==> src/rtl/muldiv_pkg.sv <==
// Shared definitions for the iterative multiply/divide unit.
// Contents:
//   op_t    - operation codes seen on the op port (MUL, MULH, DIV, REM)
//   state_t - control states of the sequencer (IDLE, PREP, RUN, FIX)
//   twosMag - two's-complement magnitude helper used when forming operand
//             magnitudes; callers size-cast into and out of MAG_W bits.
package muldiv_pkg;

  typedef enum logic [1:0] {
    OP_MUL  = 2'b00,
    OP_MULH = 2'b01,
    OP_DIV  = 2'b10,
    OP_REM  = 2'b11
  } op_t;

  typedef enum logic [1:0] {
    IDLE = 2'b00,
    PREP = 2'b01,
    RUN  = 2'b10,
    FIX  = 2'b11
  } state_t;

  // Widest operand the helper handles; the low bits of a negation depend
  // only on the low bits of the input, so zero-extending into this width
  // and truncating the answer is exact for any narrower operand.
  localparam int MAG_W = 64;

  function automatic logic [MAG_W-1:0] twosMag(input logic [MAG_W-1:0] v,
                                               input logic neg);
    return neg ? -v : v;
  endfunction

endpackage

==> src/rtl/muldiv_step.sv <==
// One combinational iteration of the multi-cycle multiply/divide datapath.
// Ports:
//   i_isDiv   - 1 = restoring shift-subtract step, 0 = shift-add step
//   i_acc     - accumulator (partial high product / partial remainder)
//   i_sr      - shift register (multiplier bits / dividend-quotient bits)
//   i_operand - multiplicand magnitude or divisor magnitude
//   o_acc     - accumulator after this iteration
//   o_sr      - shift register after this iteration
module muldiv_step #(
  parameter int WIDTH = 16
) (
  input  logic             i_isDiv,
  input  logic [WIDTH-1:0] i_acc,
  input  logic [WIDTH-1:0] i_sr,
  input  logic [WIDTH-1:0] i_operand,
  output logic [WIDTH-1:0] o_acc,
  output logic [WIDTH-1:0] o_sr
);

  logic [WIDTH:0]   w_sum;
  logic [WIDTH:0]   w_shHi;
  logic [WIDTH-1:0] w_diff;
  logic             w_fits;

  // Multiply: {acc,sr} holds the growing product with the unused multiplier
  // bits in the low end; add the multiplicand when the current bit is set,
  // then shift the whole pair right by one.
  // Divide: shift {acc,sr} left by one and subtract the divisor from the
  // top part when it fits; the quotient bit enters at the bottom of sr.
  // The shifted top part needs WIDTH+1 bits for the compare, but since the
  // remainder stays below the divisor the kept value always fits WIDTH bits.
  always_comb begin
    w_sum  = {1'b0, i_acc} + {1'b0, i_operand};
    w_shHi = {i_acc, i_sr[WIDTH-1]};
    w_fits = (w_shHi >= {1'b0, i_operand});
    w_diff = w_shHi[WIDTH-1:0] - i_operand;
    o_acc  = '0;
    o_sr   = '0;
    if (i_isDiv) begin
      o_acc = w_fits ? w_diff : w_shHi[WIDTH-1:0];
      o_sr  = {i_sr[WIDTH-2:0], w_fits};
    end else if (i_sr[0]) begin
      o_acc = w_sum[WIDTH:1];
      o_sr  = {w_sum[0], i_sr[WIDTH-1:1]};
    end else begin
      o_acc = {1'b0, i_acc[WIDTH-1:1]};
      o_sr  = {i_acc[0], i_sr[WIDTH-1:1]};
    end
  end

endmodule

==> src/rtl/iter_muldiv.sv <==
// Multi-cycle multiply/divide unit with start/busy/done handshake.
// Every operation takes WIDTH+2 cycles from acceptance to done.
// Ports:
//   clk, rst  - clock, synchronous active-high reset
//   start     - request, accepted in IDLE or in the done cycle
//   op        - 00 MUL low half, 01 MULH high half, 10 DIV, 11 REM
//   sgn       - two's-complement operands (only when SIGNED_EN=1)
//   a, b      - multiplicand/dividend, multiplier/divisor
//   busy      - operation in progress
//   done      - one-cycle pulse; result and div_zero valid from here on
//   result    - held until the next done
//   div_zero  - DIV/REM with b==0, held with result
module iter_muldiv
  import muldiv_pkg::*;
#(
  parameter int WIDTH     = 16,
  parameter bit SIGNED_EN = 1'b1
) (
  input  logic             clk,
  input  logic             rst,
  input  logic             start,
  input  logic [1:0]       op,
  input  logic             sgn,
  input  logic [WIDTH-1:0] a,
  input  logic [WIDTH-1:0] b,
  output logic             busy,
  output logic             done,
  output logic [WIDTH-1:0] result,
  output logic             div_zero
);

  localparam int CW = $clog2(WIDTH);

  state_t           r_state;
  state_t           w_nextState;
  logic             w_accept;
  logic             w_lastStep;

  op_t              r_op;
  logic             r_sgn;
  logic [WIDTH-1:0] r_a;
  logic [WIDTH-1:0] r_b;
  logic [WIDTH-1:0] r_acc;
  logic [WIDTH-1:0] r_sr;
  logic [WIDTH-1:0] r_operand;
  logic             r_negRes;
  logic             r_divZero;
  logic             r_ovf;
  logic [CW-1:0]    r_count;
  logic [WIDTH-1:0] r_result;
  logic             r_divZeroOut;

  logic             w_isDiv;
  logic             w_aNeg;
  logic             w_bNeg;
  logic [WIDTH-1:0] w_magA;
  logic [WIDTH-1:0] w_magB;
  logic [WIDTH-1:0] w_stepAcc;
  logic [WIDTH-1:0] w_stepSr;
  logic [2*WIDTH-1:0] w_prodMag;
  logic [2*WIDTH-1:0] w_prod;
  logic [WIDTH-1:0] w_quot;
  logic [WIDTH-1:0] w_rem;
  logic [WIDTH-1:0] w_fixed;

  assign w_isDiv  = (r_op == OP_DIV) || (r_op == OP_REM);
  assign w_aNeg   = r_sgn & r_a[WIDTH-1];
  assign w_bNeg   = r_sgn & r_b[WIDTH-1];
  assign w_magA   = WIDTH'(twosMag(MAG_W'(r_a), w_aNeg));
  assign w_magB   = WIDTH'(twosMag(MAG_W'(r_b), w_bNeg));
  assign result   = r_result;
  assign div_zero = r_divZeroOut;

  muldiv_step #(.WIDTH(WIDTH)) u_step (
    .i_isDiv   (w_isDiv),
    .i_acc     (r_acc),
    .i_sr      (r_sr),
    .i_operand (r_operand),
    .o_acc     (w_stepAcc),
    .o_sr      (w_stepSr)
  );

  always_ff @(posedge clk) begin
    if (rst) begin
      r_state <= IDLE;
    end else begin
      r_state <= w_nextState;
    end
  end

  // FIX is the done cycle: the last RUN step and the sign correction are
  // registered together on the edge leaving RUN, so the result is already
  // valid while done is high. FIX accepts a new start just like IDLE, which
  // gives back-to-back operation without a dead cycle.
  always_comb begin
    w_nextState = r_state;
    w_accept    = 1'b0;
    w_lastStep  = 1'b0;
    busy        = 1'b0;
    done        = 1'b0;
    case (r_state)
      IDLE: begin
        if (start) begin
          w_accept    = 1'b1;
          w_nextState = PREP;
        end
      end
      PREP: begin
        busy        = 1'b1;
        w_nextState = RUN;
      end
      RUN: begin
        busy = 1'b1;
        if (r_count == CW'(WIDTH - 1)) begin
          w_lastStep  = 1'b1;
          w_nextState = FIX;
        end
      end
      FIX: begin
        done = 1'b1;
        if (start) begin
          w_accept    = 1'b1;
          w_nextState = PREP;
        end else begin
          w_nextState = IDLE;
        end
      end
      default: w_nextState = IDLE;
    endcase
  end

  // Sign correction and special cases, fed straight from the final
  // iteration. The product sign is applied to the full double-width
  // magnitude so MULH sees the correct high half. Divide-by-zero and the
  // most-negative / -1 overflow bypass the iterative answer.
  always_comb begin
    w_prodMag = {w_stepAcc, w_stepSr};
    w_prod    = r_negRes ? -w_prodMag : w_prodMag;
    w_quot    = r_negRes ? -w_stepSr : w_stepSr;
    w_rem     = r_negRes ? -w_stepAcc : w_stepAcc;
    w_fixed   = '0;
    case (r_op)
      OP_MUL:  w_fixed = w_prod[WIDTH-1:0];
      OP_MULH: w_fixed = w_prod[2*WIDTH-1:WIDTH];
      OP_DIV: begin
        if (r_divZero)  w_fixed = '1;
        else if (r_ovf) w_fixed = r_a;
        else            w_fixed = w_quot;
      end
      OP_REM: begin
        if (r_divZero)  w_fixed = r_a;
        else if (r_ovf) w_fixed = '0;
        else            w_fixed = w_rem;
      end
      default: w_fixed = '0;
    endcase
  end

  // Operand capture, preparation, iteration and result registers.
  // The remainder takes the dividend's sign; product and quotient take the
  // xor of both operand signs.
  always_ff @(posedge clk) begin
    if (rst) begin
      r_op         <= OP_MUL;
      r_sgn        <= 1'b0;
      r_a          <= '0;
      r_b          <= '0;
      r_acc        <= '0;
      r_sr         <= '0;
      r_operand    <= '0;
      r_negRes     <= 1'b0;
      r_divZero    <= 1'b0;
      r_ovf        <= 1'b0;
      r_count      <= '0;
      r_result     <= '0;
      r_divZeroOut <= 1'b0;
    end else begin
      if (w_accept) begin
        r_op  <= op_t'(op);
        r_sgn <= sgn & SIGNED_EN;
        r_a   <= a;
        r_b   <= b;
      end
      case (r_state)
        PREP: begin
          r_acc     <= '0;
          r_sr      <= w_magA;
          r_operand <= w_magB;
          r_negRes  <= (r_op == OP_REM) ? w_aNeg : (w_aNeg ^ w_bNeg);
          r_divZero <= (r_b == '0);
          r_ovf     <= r_sgn & (r_a == {1'b1, {(WIDTH-1){1'b0}}}) & (r_b == '1);
          r_count   <= '0;
        end
        RUN: begin
          r_acc   <= w_stepAcc;
          r_sr    <= w_stepSr;
          r_count <= w_lastStep ? '0 : r_count + CW'(1);
        end
        default: ;
      endcase
      if (w_lastStep) begin
        r_result     <= w_fixed;
        r_divZeroOut <= w_isDiv & r_divZero;
      end
    end
  end

endmodule

==> config.mk <==
export PLATFORM = sky130hd
export DESIGN_NAME = iter_muldiv
export DESIGN_NICKNAME = d
export VERILOG_FILES = /design/src/rtl/muldiv_pkg.sv /design/src/rtl/muldiv_step.sv /design/src/rtl/iter_muldiv.sv
export SDC_FILE = /design/constraint.sdc
export NUM_CORES = 1
export LEC_CHECK = 0
export BUFFER_PORTS_ARGS = -buffer_cell sky130_fd_sc_hd__buf_4
export CAP_MARGIN = 20
export CORE_MARGIN = 8
export CORE_UTILIZATION = 47
export DETAILED_ROUTE_END_ITERATION = 6
export PLACE_DENSITY = 0.76
export SLEW_MARGIN = 10
export SYNTH_ARGS = -nofsm -noshare
export SYNTH_HDL_FRONTEND = slang
export SYNTH_SLANG_ARGS = --single-unit
==> constraint.sdc <==
create_clock -name clk -period 5.3 [get_ports clk]
set_clock_uncertainty 0.15 [all_clocks]
set_input_delay 0.53 -clock clk [delete_from_list [all_inputs] [get_ports clk]]
set_output_delay 0.53 -clock clk [all_outputs]
set_load 0.005 [all_outputs]
==> results of run 1 <==
[placed cells by master, fill, tap and decap left out, types with 14 or more instances in the layout]
cell type  Yosys  routed
buf_4          3      72
nand3_1       29      29
xor2_1        27      27
o211ai_1      15      15
dfxtp_1      109     108
nand2_1      151     151
a211oi_1      49      49
nor2_1       122     122
a21o_1        14      14
xnor2_1       43      43
inv_1         41      41
nor3_1        27      27
nand4_1       14      14
a21oi_1      123     123
a31oi_1       18      18
o21ai_0       42      42
ha_1          43      43
mux2i_1       29      29
[registers in the layout, summed over array words and instances (netlist names)]
| register | cells |
|---|---|
| r_divZero | 1 |
| r_b | 16 |
| r_op | 2 |
| r_state | 2 |
| r_ovf | 1 |
| r_sr | 16 |
| r_a | 16 |
| r_acc | 16 |
| r_negRes | 1 |
| div_zero | 1 |
| r_count | 4 |
| r_operand | 16 |
| r_sgn | 1 |
| result | 16 |
[power by group through the flow]
stage / combinational, mW / clock (mW) / sequential (mW)
finish: 3.19 / 0.702 / 1.20
global route: 3.47 / 0.741 / 1.22
CTS: 3.11 / 0.705 / 1.19
detailed placement: 3.09 / 0 / 1.21
global placement: 3.09 / 0 / 1.20
floorplan: 2.50 / 0 / 1.11
[metal layers]
| layer | track usage, % | routed length (um) | share of wire (%) |
|---|---|---|---|
| met1 | 32.7 | 12600 | 44 |
| met2 | 34.9 | 12200 | 43 |
| met3 | 4.16 | 2680 | 9.3 |
| met4 | 10.6 | 1240 | 4.3 |
| met5 | 0 | 0 | 0 |
[metrics by stage]
stage / utilization, % / setup slack, ns
final: 51.6 / 0.450
after global routing: 51.6 / 0.152
after CTS: 51.5 / 0.603
after detailed placement: 49.9 / 0.616
after global placement: 49.9 / 0.829
after floorplan: - / 1.18
[final timing paths]
| check | slack [ns] | cells after the start | endpoint | startpoint |
|---|---|---|---|---|
| min reg2reg | 0.31 | 2 | r_op[0] | r_op[0] |
| max reg2reg | 0.45 | 17 | result[14] | r_operand[14] |
| max | 0.45 | 17 | result[14] | r_operand[14] |
| min | 0.25 | 3 | r_b[8] | b[8] |
[area by class of cell]
class	instances	area (sq um)
inverters	45	169
multi-input cells	981	6400
repair buffers	73	556
clock inverters	7	75.1
fillers	1922	9330
well taps	265	332
flip-flops and latches	109	2180
clock buffers	9	225
[logic make-up (layout without fill, tap and decap cells)]
family	after synthesis	in the layout
and+or+nand+nor	433	433
DFF	109	109
adders and majority gates	45	45
AOI/OAI and AO/OA	398	398
xor gates and xnor gates	70	70
muxes	35	35
buffers and inverters	127	134
[worst reg2reg max path: cells and delay by family (launching register included)]
kind / cells / cell delay, ns
adders and majority gates: 2 / 0.53
DFF: 1 / 0.39
buffers and inverters: 1 / 0.07
xor gates and xnor gates: 1 / 0.16
AOI/OAI and AO/OA: 7 / 1.79
and+or+nand+nor: 6 / 1.65
==> reports/metrics.yaml, run 1 <==
synthesis:
  synthXorXnorAreaFrac_pct: 6.72
  synth-compound-area-share_pct: 30.5
  syn-cell-area_sq_um: 9120
  synthFlopType: "dfxtp_1"
  synth_nets: 1300
  netlist.area_leader.share_pct: 23.9
  yosysMostFrequentCell: "nand2_1"
  yosysWarnings: 0
  synthArstFlopShare_pct: 0
  synth_area_per_cell_sq_um: 7.50
  synthMuxAreaShare_pct: 3.92
  synth_edf_count: 0
  synth_top_family_by_area: "compound AO/OA/AOI/OAI gates"
  synth_area_leaders: "dfxtp_1 24%, a21oi_1 6.7%, nand2_1 6.2%, ha_1 5.9%, nor2_1 5.0%"
  synthAdderAreaFrac_pct: 6.34
  syn_inst: 1217
  yosysTopAreaCell: "dfxtp_1"
  synth-seq-cells: 109
  synth_common_cells: "151 x nand2_1, 123 x a21oi_1, 122 x nor2_1, 109 x dfxtp_1, 52 x clkbuf_1"
  synth_cell_type_count: 94
  yosysSeqAreaShare_pct: 23.9
  synth-simple-area-share_pct: 22.6
sta:
  hold_viol: 0
  worst_slew_pin_slew_ns: 1.10
  fmax_mhz: 206
  final_max_slew_viol_count: 0
  rsz0062_at_grt: "no"
  min_period_ns: 4.85
  setup_viol: 0
  tns_ns: 0
  worst_hold_slack_ns: 0.255
  slew_headroom_pct: 26.2
  min_period_over_period_pct: 91.5
cts:
  hold_buffers: 0
  clockBufferDepth: 2
  insertion_delay_ns: 0.37
  cts_root_buffer: "clkbuf_16"
  post_cts_buffers: 0
  post_cts_resized: 0
  cts.sinks: 109
  clk_pin_slew_ns: 0.08
  cts_tree: "done"
  cts_buffers: 9
  h-tree-depth: 3
critical_path:
  crit_arrival_ns: 4.96
  slowest_delay_ns: 0.48
  worstPathMaxFanout: 15
  path_class: "reg -> reg"
  cpMaxStageDelayCell: "a211oi_1"
  cp_cell_sequence: "inv_1 -> ha_1 -> a21o_1 -> a211oi_1 -> nand3_2 -> nor2_1 -> a21o_1 -> ha_1 -> nand2_1 -> or2_2 -> or2_2 -> o21ai_0 -> xnor2_1 -> o21ai_0 -> a222oi_1 -> nand3_1 -> a311o_1"
  cp_num_buf_inv: 1
  start_kind: "flip-flop"
  critPathTopFamily: "compound AO/OA/AOI/OAI gates"
  end_kind: "flip-flop"
  cp.required_ns: 5.41
power_and_ir_drop:
  combPwrFrac_pct: 62.7
  seqPwrFrac_pct: 23.6
  intPower_mw: 2.40
  p_per_area_nw_per_um2: 513
  switching_share_pct: 52.9
  clockPowerShare_pct: 13.8
  p_leak_nw: 3.75
  switching_power_mw: 2.69
  total_power_mw: 5.10
  ir_worst_vdd_uv: 362
cells_and_area:
  layout.nets: 1302
  final_cells: 1489
  area_growth_pct: 8.93
  num_antenna_cells: 0
  final_cell_area_sq_um: 9940
  drive_gt1_share_pct: 11.1
global_routing:
  antenna_found_initial: 0
  grt_pass1_vias: 8560
  grtUsageTotal_pct: 23.6
  grt_pass1_wl_um: 46300
  grt_max_degree: 66
  grt_overflow: 0
placement:
  place_area_sq_um: 9620
  io_buffers: 56
  gp_congestion: 1.01
  placedCellCount: 1472
  hpwl_um: 21400
job:
  cap_violations: 0
route:
  drc: 2
  avgViaCountPerCell: 6.31
  vias: 9391
  avgRoutedWirePerCell_um: 19.3
  drt_iter0_drc: 1006
  drtAntennaViolNets: 0
  postRouteWirelength_um: 28700
  first_pass_iters: 7
run_status:
  violations: "design-rule violations"
  status: "complete, but fails checks"
floorplan:
  design.core.area_sq_um: 19300
  die-area_sq_um: 24100
  start_util_pct: 47.3
  pin_count: 57
  num_rows: 51
  die_w_um: 155
  fp.dieH_um: 155
min_path:
  hold_path_class: "in -> reg"
(Power assumes the default switching activity.)
==> run 2, diff against run 1 <==
--- a/config.mk
+++ b/config.mk
@@ -5,11 +5,12 @@
 export SDC_FILE = /design/constraint.sdc
 export NUM_CORES = 1
 export LEC_CHECK = 0
-export BUFFER_PORTS_ARGS = -buffer_cell sky130_fd_sc_hd__buf_4
+export BUFFER_PORTS_ARGS = -buffer_cell sky130_fd_sc_hd__buf_2
 export CAP_MARGIN = 20
 export CORE_MARGIN = 8
 export CORE_UTILIZATION = 47
 export DETAILED_ROUTE_END_ITERATION = 6
+export GPL_ROUTABILITY_DRIVEN = 0
 export PLACE_DENSITY = 0.76
 export SLEW_MARGIN = 10
 export SYNTH_ARGS = -nofsm -noshare
==> reports/metrics.yaml, run 2 (synthesis results as in run 1) <==
run_status:
  status: "finished, final reports clean"
route:
  drtAntennaViolNets: 0  # unchanged
  avgViaCountPerCell: 6.35  # +0.73%
  avgRoutedWirePerCell_um: 19.2  # -0.27%
  vias: 9466  # +0.80%
  first_pass_iters: 7  # unchanged
  drt_iter0_drc: 1240  # +23%
  postRouteWirelength_um: 28700  # -0.21%
  drc: 0  # -2
critical_path:
  cpMaxStageDelayCell: "and3_1"
  start_kind: "flip-flop"
  cp_num_buf_inv: 3  # +2
  path_class: "reg -> reg"
  worstPathMaxFanout: 15  # unchanged
  cp_cell_sequence: "inv_1 -> ha_1 -> a21o_1 -> a211oi_1 -> and3_1 -> a21oi_1 -> nor3_2 -> clkinv_1 -> ha_1 -> inv_1 -> nand2_1 -> a32o_1 -> nand2_1 -> o2111ai_1 -> o211ai_1 -> a21oi_1"
  cp.depth: 16  # -1
  r2r_cells: 16  # -1
  crit_arrival_ns: 4.76  # -0.20 ns
  cp.required_ns: 5.41  # about the same
  slowest_delay_ns: 0.69  # +0.21 ns
  end_kind: "flip-flop"
  rrSetupSlack_ns: 0.64  # +0.19 ns
  critPathTopFamily: "compound AO/OA/AOI/OAI gates"
cells_and_area:
  final_common_cell: "nand2_1"
  drive_gt1_share_pct: 11.2  # +0.073 points
  fill_cells: 1939  # +0.88%
  multiInputGateArea_sq_um: 6400  # unchanged
  final_cell_mix: "151 x nand2_1, 123 x a21oi_1, 122 x nor2_1, 108 x dfxtp_1, 55 x buf_2"
  num_antenna_cells: 0  # unchanged
  area_growth_pct: 7.74
  final-seq-area_sq_um: 2180  # unchanged
  layout.nets: 1303  # +0.077%
cts:
  clk_pin_slew_ns: 0.08  # about the same
  cts_root_buffer: "clkbuf_16"
  post_cts_buffers: 0  # unchanged
  cts.sinks: 109  # unchanged
  h-tree-depth: 3  # unchanged
  hold_buffers: 0  # unchanged
  post_cts_resized: 0  # unchanged
  cts_tree: "done"
  cts_buffers: 9  # unchanged
  insertion_delay_ns: 0.37  # about the same
  clockBufferDepth: 2  # unchanged
sta:
  rsz0062_at_grt: "no"
  setup_viol: 0  # unchanged
  min_period_over_period_pct: 87.9  # -3.6 points
  slew_headroom_pct: 17.5  # -8.7 points
  final_max_slew_viol_count: 0  # unchanged
  min_period_ns: 4.66  # -0.193 ns
  postLayoutSetupSlackWorst_ns: 0.643  # +0.193 ns
  tns_ns: 0  # unchanged
  hold_viol: 0  # unchanged
  fmax_mhz: 215  # +4.1%
  worst_slew_pin_slew_ns: 1.23  # +0.130 ns
global_routing:
  grt_pass1_vias: 8509  # -0.60%
  grt_max_degree: 93  # +41%
  use_met2_pct: 36.0  # +1.1 points
  grt_pass1_wl_um: 45600  # -1.5%
  grt_overflow: 0  # unchanged
  grtUsageTotal_pct: 23.2  # -0.42 points
  antenna_found_initial: 1  # +1
  grt_use_met1_pct: 30.6  # -2.1 points
  grt_util_met3_pct: 3.41  # -0.75 points
  top_usage_layer: "met2"
placement:
  hpwl_um: 20900  # -2.4%
  post-place-ws_ns: 0.856  # +0.240 ns
  io_buffers: 56  # unchanged
floorplan:
  num_rows: 51  # unchanged
  die-area_sq_um: 24100  # unchanged
  die_w_um: 155  # unchanged
  pin_count: 57  # unchanged
  design.core.area_sq_um: 19300  # unchanged
  start_util_pct: 47.3  # unchanged
  fp.dieH_um: 155  # unchanged
power_and_ir_drop:
  ir_worst_vdd_uv: 373  # +2.9%
  p_per_area_nw_per_um2: 525  # +2.3%
  p_leak_nw: 3.73  # -0.38%
min_path:
  min_path_cells: 3  # unchanged
  hold_path_class: "in -> reg"
job:
  cap_violations: 0  # unchanged
-- run 2: tightest hold or removal path, stage by stage --
cell and delay [ns]:
buf_2 0.09, nand2_1 0.04, a21oi_1 0.05
-- run 2: worst paths after layout --
| kind | start | end |
|---|---|---|
| max | r_operand[14] | result[2] |
| min | b[7] | r_b[7] |
| max reg2reg | r_operand[14] | result[2] |
| min reg2reg | result[3] | result[3] |
-- run 2: layout make-up --
cell class	instances	share of cell area [%]
tap	265	3.37
multi-input combinational	981	65.1
inverter	45	1.72
clock buffer	10	2.43
timing repair buffer	74	4.33
sequential	109	22.2
clock inverter	6	0.840
-- run 2: report_power, final --
group / switching, mW / internal [mW] / leakage (nW) / total [mW]
clock: 0.356 / 0.390 / 0.154 / 0.746
sequential: 0.218 / 0.971 / 0.888 / 1.19
combinational: 2.12 / 1.10 / 2.69 / 3.22
-- run 2: metrics by stage --
stage               std cells  power, mW  instance area (sq um)  hold slack, ns  utilization, %
floorplan                1217       3.61                   9120           0.298               -
global placement         1473       4.25                   9490           0.292            49.3
detailed placement       1473       4.29                   9490           0.297            49.3
CTS                      1489       5.05                   9810           0.239            50.9
global route             1490       5.48                   9830           0.250            51.0
finish                   1490       5.16                   9830           0.241            51.0
-- run 2: per-layer routing --
metal	routed length (um)	up-vias
met4	1230	2
met5	15	-
met1	12000	4368
li1	-	4453
met2	12700	551
met3	2760	92
==> run 3, diff against run 2 <==
--- a/config.mk
+++ b/config.mk
@@ -12,6 +12,7 @@
 export DETAILED_ROUTE_END_ITERATION = 6
 export GPL_ROUTABILITY_DRIVEN = 0
 export PLACE_DENSITY = 0.76
+export REMOVE_ABC_BUFFERS = 1
 export SLEW_MARGIN = 10
 export SYNTH_ARGS = -nofsm -noshare
 export SYNTH_HDL_FRONTEND = slang
==> reports/metrics.yaml, run 3 (synthesis results as in run 1) <==
run_status:
  status: "finished, final reports clean"
cts:
  post_cts_buffers: 0  # unchanged
  cts_tree: "done"
  post_cts_resized: 0  # unchanged
  clk_pin_slew_ns: 0.09  # about the same
  insertion_delay_ns: 0.37  # about the same
  hold_buffers: 0  # unchanged
  cts_buffers: 9  # unchanged
  cts.sinks: 109  # unchanged
  h-tree-depth: 3  # unchanged
  cts_root_buffer: "clkbuf_16"
  clockBufferDepth: 2  # unchanged
sta:
  worst_hold_slack_ns: 0.246  # +0.00513 ns
  setup_viol: 0  # unchanged
  min_period_over_period_pct: 83.7  # -4.1 points
  slew_headroom_pct: 24.8  # +7.3 points
  fmax_mhz: 225  # +4.9%
  final_max_slew_viol_count: 0  # unchanged
  min_period_ns: 4.44  # -0.219 ns
  rsz0062_at_grt: "no"
  hold_viol: 0  # unchanged
  tns_ns: 0  # unchanged
  worst_slew_pin_slew_ns: 1.12  # -0.108 ns
  postLayoutSetupSlackWorst_ns: 0.861  # +0.219 ns
route:
  drtAntennaViolNets: 0  # unchanged
  postRouteWirelength_um: 27900  # -2.9%
  avgRoutedWirePerCell_um: 18.7  # -2.8%
  first_pass_iters: 6  # -1
  drc: 0  # unchanged
  avgViaCountPerCell: 6.29  # -1.0%
  vias: 9365  # -1.1%
  drt_iter0_drc: 995  # -20%
min_path:
  hp-start: "b[4]"
  hold_path_class: "in -> reg"
  hold_path_end: "r_b[4]"
  min_path_cells: 3  # unchanged
power_and_ir_drop:
  seqPwrFrac_pct: 23.5  # +0.4 points
  intPower_mw: 2.42  # -2.0%
  ir_worst_vdd_uv: 547  # +47%
  p_leak_nw: 3.72  # -0.40%
  switching_share_pct: 52.3  # +0.12 points
  p_per_area_nw_per_um2: 517  # -1.4%
  clockPowerShare_pct: 13.7  # -0.8 points
  combPwrFrac_pct: 62.8  # +0.3 points
  switching_power_mw: 2.65  # -1.5%
floorplan:
  design.core.area_sq_um: 19300  # unchanged
  pin_count: 57  # unchanged
  start_util_pct: 47.3  # unchanged
  die_w_um: 155  # unchanged
  num_rows: 51  # unchanged
  fp.dieH_um: 155  # unchanged
  die-area_sq_um: 24100  # unchanged
placement:
  io_buffers: 56  # unchanged
  hpwl_um: 20500  # -1.7%
  post-place-ws_ns: 0.990  # +0.134 ns
global_routing:
  grt_max_degree: 76  # -18%
  grt_overflow: 0  # unchanged
  antenna_found_initial: 1  # unchanged
  grt_pass1_vias: 8589  # +0.94%
  grtUsageTotal_pct: 22.8  # -0.35 points
  grt_pass1_wl_um: 45100  # -1.1%
critical_path:
  start_kind: "flip-flop"
  worstReg2RegStart: "r_operand[14]"
  crit_arrival_ns: 4.52  # -0.24 ns
  r2r_cells: 19  # +3
  rrSetupSlack_ns: 0.86  # +0.22 ns
  cp.required_ns: 5.39  # -0.02 ns
  worstPathMaxFanout: 15  # unchanged
  path_class: "reg -> reg"
  r2r_end: "result[2]"
  end_kind: "flip-flop"
cells_and_area:
  num_antenna_cells: 0  # unchanged
  multiInputGateArea_sq_um: 6400  # unchanged
  final_cell_mix: "151 x nand2_1, 123 x a21oi_1, 122 x nor2_1, 108 x dfxtp_1, 55 x buf_2"
  fill_cells: 1954  # +0.77%
  drive_gt1_share_pct: 11.1  # -0.073 points
  layout.nets: 1302  # -0.077%
  final_common_cell: "nand2_1"
  final-seq-area_sq_um: 2180  # unchanged
  area_growth_pct: 7.38
job:
  cap_violations: 0  # unchanged
==> run 3: cell types whose count changed in the layout (fill, tap and decap cells not counted), sizes merged <==
cell    change
buf         -1
inv         +1
bufinv      -1
==> run 3: power groups by stage <==
stage | sequential, mW | clock (mW) | combinational [mW]
after global routing | 1.21 | 0.742 | 3.46
final | 1.19 | 0.696 | 3.18
after detailed placement | 1.20 | 0 | 3.07
after CTS | 1.18 | 0.703 | 3.10
after floorplan | 1.17 | 0 | 2.29
after global placement | 1.19 | 0 | 3.03
==> run 3: how the worst max path moves through the flow <==
stage | startpoint | endpoint | slack [ns] | depth (start not counted)
6_report | r_operand[14] | result[2] | 0.86 | 19
3_5_place_dp | r_operand[14] | result[10] | 0.99 | 17
3_3_place_gp | r_operand[14] | result[14] | 1.11 | 18
2_1_floorplan | r_op[1] | result[14] | 0.09 | 11
5_1_grt | r_operand[10] | result[14] | 0.59 | 16
4_1_cts | r_operand[14] | result[10] | 0.94 | 17
==> run 3: routing by layer <==
layer	global-route usage, %	vias up	wire [um]
met5	0	-	10
met4	9.29	2	937
met3	4.27	78	2550
met2	35.4	468	12200
met1	30.5	4359	12200
li1	-	4458	-
==> run 3: area by class of cell <==
type                            count  area share [%]
Multi-Input combinational cell    981            65.3
Timing Repair Buffer               73            4.27
Inverter                           45            1.72
Clock inverter                      6           0.588
Sequential cell                   109            22.3
Tap cell                          265            3.38
Clock buffer                       10            2.44
==> run 3: stage by stage <==
step | power [mW] | cell area (sq um) | cells | util, %
floorplan | 3.46 | 8750 | 1135 | -
global placement | 4.22 | 9480 | 1472 | 49.2
detailed placement | 4.27 | 9480 | 1472 | 49.2
CTS | 4.98 | 9780 | 1488 | 50.8
global route | 5.41 | 9800 | 1489 | 50.8
finish | 5.07 | 9800 | 1489 | 50.8
==> run 3: worst max-delay path, stage by stage, from the launching register on <==
cell	delay, ns
dfxtp_1	0.38
inv_1	0.05
ha_1	0.33
a21o_1	0.19
a211oi_1	0.34
nand3_2	0.34
nor2_1	0.18
buf_4	0.16
a21o_1	0.13
ha_1	0.21
nand2_1	0.07
or2_2	0.30
or2_2	0.37
nand2b_1	0.21
nand2_1	0.25
a21oi_1	0.10
a31oi_1	0.19
o2111ai_1	0.13
o211ai_1	0.12
a21oi_1	0.08
